<file path="src/rtl/regfile_alu_sequencer_pkg.sv">
// Shared definitions for the register-file/ALU sequencer: instruction layout,
// instruction kinds and FSM state encoding.
package regfile_alu_sequencer_pkg;

   localparam int INSTR_W = 14;

   // Instruction field bit positions
   localparam int KIND_BIT = 13;
   localparam int OPER_HI  = 12;
   localparam int OPER_LO  = 10;
   localparam int RS1_HI   = 9;
   localparam int RS1_LO   = 8;
   localparam int RS2_HI   = 7;
   localparam int RS2_LO   = 6;
   localparam int RD_HI    = 5;
   localparam int RD_LO    = 4;
   localparam int IMM_HI   = 3;
   localparam int IMM_LO   = 0;

   localparam logic KIND_ALU  = 1'b0;
   localparam logic KIND_LOAD = 1'b1;

   typedef enum logic [1:0] {
      ST_IDLE = 2'd0,
      ST_READ = 2'd1,
      ST_EXEC = 2'd2,
      ST_WB   = 2'd3
   } state_t;

   typedef struct packed {
      logic       kind;
      logic [2:0] oper;
      logic [1:0] rs1;
      logic [1:0] rs2;
      logic [1:0] rd;
      logic [3:0] imm;
   } instr_f_t;

endpackage

</file>
<file path="src/rtl/regfile_alu_sequencer_instr_decode.sv">
// Splits the latched instruction word into its named fields.
module instr_decode
   import regfile_alu_sequencer_pkg::*;
(
   input  logic [INSTR_W-1:0] ir,
   output instr_f_t           f
);

   // Pure field extraction, no logic
   always_comb begin
      f      = '0;
      f.kind = ir[KIND_BIT];
      f.oper = ir[OPER_HI:OPER_LO];
      f.rs1  = ir[RS1_HI:RS1_LO];
      f.rs2  = ir[RS2_HI:RS2_LO];
      f.rd   = ir[RD_HI:RD_LO];
      f.imm  = ir[IMM_HI:IMM_LO];
   end

endmodule

</file>
<file path="src/rtl/regfile_alu_sequencer.sv">
// Sequencer driving a register file and ALU: LOAD writes an immediate,
// ALU instructions read two operands, execute and write back the result.
module regfile_alu_sequencer
   import regfile_alu_sequencer_pkg::*;
(
   input  logic               clk,
   input  logic               reset,
   input  logic [INSTR_W-1:0] instr_in,
   input  logic               instr_valid,
   output logic               instr_ready,
   output logic [1:0]         rd1,
   output logic [1:0]         rd2,
   output logic [1:0]         wr,
   output logic [2:0]         oper,
   output logic               src_sel,
   output logic               reg_we,
   output logic [3:0]         data_out,
   input  logic               carry_in,
   output logic               carry_flag,
   output logic               busy,
   output logic               done,
   output logic [7:0]         retire_cnt
);

   state_t             state, state_nxt;
   logic [INSTR_W-1:0] ir;
   instr_f_t           f;
   logic               hs;

   instr_decode u_dec (
      .ir (ir),
      .f  (f)
   );

   // Handshake only depends on state, so instr_ready has no path from instr_in
   assign hs = instr_valid && (state == ST_IDLE);

   // State register
   always_ff @(posedge clk) begin
      if (reset) state <= ST_IDLE;
      else       state <= state_nxt;
   end

   // Next state and decoded datapath controls
   always_comb begin
      state_nxt   = state;
      instr_ready = 1'b0;
      busy        = 1'b1;
      rd1         = '0;
      rd2         = '0;
      wr          = '0;
      oper        = '0;
      src_sel     = 1'b0;
      reg_we      = 1'b0;
      data_out    = '0;
      case (state)
         ST_IDLE: begin
            instr_ready = 1'b1;
            busy        = 1'b0;
            if (instr_valid)
               state_nxt = (instr_in[KIND_BIT] == KIND_LOAD) ? ST_WB : ST_READ;
         end
         ST_READ, ST_EXEC: begin
            rd1       = f.rs1;
            rd2       = f.rs2;
            oper      = f.oper;
            state_nxt = (state == ST_READ) ? ST_EXEC : ST_WB;
         end
         ST_WB: begin
            wr        = f.rd;
            reg_we    = 1'b1;
            state_nxt = ST_IDLE;
            if (f.kind == KIND_LOAD) begin
               src_sel  = 1'b1;
               data_out = f.imm;
            end else begin
               // Keep operands and op steady so the ALU result is stable at the write edge
               rd1  = f.rs1;
               rd2  = f.rs2;
               oper = f.oper;
            end
         end
         default: state_nxt = ST_IDLE;
      endcase
   end

   // Instruction register: loaded only on handshake
   always_ff @(posedge clk) begin
      if (reset)   ir <= '0;
      else if (hs) ir <= instr_in;
   end

   // Carry flag: captured on the edge leaving EXEC; LOAD never reaches EXEC
   always_ff @(posedge clk) begin
      if (reset)                  carry_flag <= 1'b0;
      else if (state == ST_EXEC)  carry_flag <= carry_in;
   end

   // Retire pulse and counter, both stepped on the edge leaving WB
   always_ff @(posedge clk) begin
      if (reset) begin
         done       <= 1'b0;
         retire_cnt <= '0;
      end else begin
         done <= (state == ST_WB);
         if (state == ST_WB) retire_cnt <= retire_cnt + 8'd1;
      end
   end

endmodule

</file>
<file path="config.mk">
export PLATFORM = sky130hd
export DESIGN_NAME = regfile_alu_sequencer
export DESIGN_NICKNAME = d
export VERILOG_FILES = /design/src/rtl/regfile_alu_sequencer_pkg.sv /design/src/rtl/regfile_alu_sequencer_instr_decode.sv /design/src/rtl/regfile_alu_sequencer.sv
export SDC_FILE = /design/constraint.sdc
export NUM_CORES = 1
export LEC_CHECK = 0
export ABC_AREA = 0
export CAP_MARGIN = 20
export CORE_UTILIZATION = 40
export CTS_BUF_LIST = sky130_fd_sc_hd__clkbuf_8
export CTS_CLUSTER_SIZE = 25
export DETAILED_ROUTE_END_ITERATION = 10
export PLACE_DENSITY = 0.84
export SYNTH_ARGS = -nofsm -noshare
export SYNTH_HDL_FRONTEND = slang
export SYNTH_HIERARCHICAL = 1
export SYNTH_SLANG_ARGS = --single-unit
</file>
<file path="constraint.sdc">
create_clock -name clk -period 1.8 [get_ports clk]
set_clock_uncertainty 0.1 [all_clocks]
set_input_delay 0.36 -clock clk [delete_from_list [all_inputs] [get_ports clk]]
set_output_delay 0.36 -clock clk [all_outputs]
set_load 0.005 [all_outputs]
</file>
==> results.py <==
metrics = {
    "synthesis": {
        "netlist_instances": 148,
        "ys_seq_area_share_pct": 42.8,
        "avgSynthCellArea_sq_um": 8.22,
        "synthArstFlopShare_pct": 0,
        "yosys-top-cells-area": "dfxtp_1 43%, nand2_1 9.9%, buf_4 8.6%",
        "synth_area_sq_um": 1220,
        "syn_nets": 171,
        "synth_ff_type": "dfxtp_1",
        "yosysUniqueCellTypes": 21,
        "netlist.area_leader.share_pct": 42.8,
        "synth-seq-cells": 26,
        "synth_most_common_cell": "nand2_1",
        "synth_top_cells_by_count": "32 x nand2_1, 26 x dfxtp_1, 17 x a21oi_1",
        "yosys.area.top_type": "dfxtp_1",
        "synth_warnings": 6,
        "synth-edff-count": 0,
    },
    "clock_network": {
        "path_clk_slew_ps": 90,
        "cts.sinks": 26,
        "cts_buffer_depth": 2,
        "root_buffer": "clkbuf_8",
        "tritoncts": "done",
        "insertion_delay_ps": 270,
        "postCtsHoldBufs": 0,
        "htreeDepth": 1,
        "cts_buffers": 3,
    },
    "global_route": {
        "grt_pass1_wl_um": 4960,
        "grt_max_degree": 27,
        "gr-total-overflow": 0,
        "grt_pass1_vias": 1141,
        "grt_antenna_before_repair": 0,
        "grt_usage_pct": 19.5,
    },
    "placement": {
        "io_buffers": 44,
        "place_area_sq_um": 1640,
        "dp_slack_ps": -284,
        "dp_hpwl_um": 1960,
        "place_congestion": 0.834,
    },
    "routing": {
        "wire_per_inst_um": 13.3,
        "wirelength_um": 2990,
        "vias": 1105,
        "firstDrtPassIters": 7,
        "drc": 8,
        "drt_iter0_drc": 21,
        "via_per_inst": 4.93,
        "ant_nets": 0,
    },
    "power": {
        "powerDensity_nw_per_um2": 1170,
        "design_power_total_mw": 2.14,
        "p_leak_nw": 0.772,
        "irDropWorstVdd_mv": 0.542,
    },
    "floorplanning": {
        "initial_core_util_pct": 43.0,
        "fp.dieArea_sq_um": 3260,
        "dieHeight_um": 57.1,
        "coreArea_sq_um": 2830,
        "die_w_um": 57.1,
        "io_pins": 45,
        "rows": 19,
    },
    "sta": {
        "rsz0062_at_grt": "yes",
        "finalHoldViolCount": 0,
        "final.min_clock_period_ps": 1970,
        "fin_hold_ws_ps": 360,
        "slew_headroom_pct": 68.4,
        "fin_ws_ps": -174,
        "max_freq_ghz": 0.507,
        "slew_violations": 0,
        "finalSetupViolations": 7,
        "finalCritPeriodShare_pct": 110,
        "tightest_slew_ps": 473,
    },
    "critical_path": {
        "rrSetupSlack_ps": 30,
        "cp.depth": 6,
        "end_kind": "output pin",
        "crit_chain": "inv_4 -> ha_4 -> o21a_4 -> buf_6 -> and2_4 -> buf_6",
        "worstSetupPathType": "reg -> out",
        "required_ps": 1340,
        "r2r_cells": 8,
        "cp_data_arrival_time_ps": 1510,
        "critPathLaunchType": "flip-flop",
        "crit_path_frequent_cell": "buf_6",
        "slowest_delay_ps": 390,
        "critical_path_peak_fanout": 5,
        "slowest_stage": "dfxtp_4",
        "path_buf_inv": 3,
        "critical-path-top-delay-family": "flip-flops",
    },
    "finish": {
        "nets": 217,
        "diodes": 0,
        "drive_gt1_share_pct": 26.9,
        "final_area_sq_um": 1820,
        "fill_cells": 237,
        "area_delta_synth_final_pct": 49.6,
    },
    "outcome": {
        "violations": "design-rule violations, negative setup slack",
        "status": "complete, but fails checks",
    },
    "hold_path": {
        "hp-class": "reg -> reg",
        "whs_path_depth": 2,
    },
    "run": {
        "maxCapViolCount": 0,
    },
}
registers in the layout, summed over array words and instances (netlist names):
register,flops
done,1
state,2
retire_cnt,8
ir,14
carry_flag,1
where the power goes:
group | switching (mW) | total (mW) | internal [mW]
logic | 0.387 | 0.900 | 0.513
clock network | 0.181 | 0.479 | 0.297
registers | 0.0797 | 0.758 | 0.678
total | 0.648 | 2.14 | 1.49
worst min-delay path: stages, from the launching register on:
cell and delay [ps]:
dfxtp_1 320, nand2_1 50, a21oi_1 50
worst paths after layout:
path,from,endpoint
max reg2reg,state[1],retire_cnt[6]
max,state[0],rd2[0]
min reg2reg,ir[6],ir[6]
min,ir[6],ir[6]
cells in the final DEF, fill, tap and decap left out, types with 2 or more instances in the layout:
master / instances
dfxtp_4: 2
clkdlybuf4s50_1: 27
nand4_1: 2
dlygate4sd2_1: 2
mux2i_1: 3
a21oi_1: 16
buf_4: 12
or3_1: 2
and3_1: 4
a211oi_1: 2
and2_4: 4
dfxtp_1: 24
buf_6: 8
clkbuf_2: 9
nand2_1: 32
inv_4: 2
buf_2: 2
nor2_1: 9
clkbuf_8: 3
ha_1: 3
xor2_1: 3
and2_1: 7
ha_4: 2
o21ai_0: 2
cell families after synthesis:
family | share of synthesized area (%)
AO/OA/AOI/OAI | 10.1
flip-flops | 42.8
adder cells (fa/ha/maj) | 5.14
AND/OR/NAND/NOR | 25.0
buffers and inverters | 11.6
XOR/XNOR | 2.88
multiplexers | 2.47
per-stage QoR:
step | utilization [%] | TNS, ps | cells
final | 64.3 | -947 | 224
after global routing | 64.3 | -1400 | 224
after CTS | 63.0 | -1080 | 220
after detailed placement | 57.9 | -2040 | 211
after global placement | 57.9 | -1470 | 211
after floorplan | - | 0 | 148
repair_timing:
item | CTS | global route
endpoints found under the setup margin | 17 | 17
pin swaps | 6 | 7
endpoints found under the hold margin | 0 | 0
setup buffers | 5 | 4
gates resized for setup | 59 | 26
metal layers:
metal	up-vias	part of all wire, %	wire length (um)	global-route usage, %
met3	2	4.7	141	2.95
met1	522	41	1220	20.4
li1	557	-	-	-
met5	-	0	0	0
met2	24	54	1620	39.2
met4	0	0.30	9	6.27
cell type report:
cell class / count / area, sq um / area share, %
sequential: 26 / 528 / 29.0
multi-input combinational: 99 / 622 / 34.2
clock inverter: 1 / 30.0 / 1.65
timing repair buffer: 61 / 543 / 29.8
tap: 31 / 38.8 / 2.13
clock buffer: 3 / 41.3 / 2.27
inverter: 3 / 16.3 / 0.894
(Power assumes the default switching activity.)
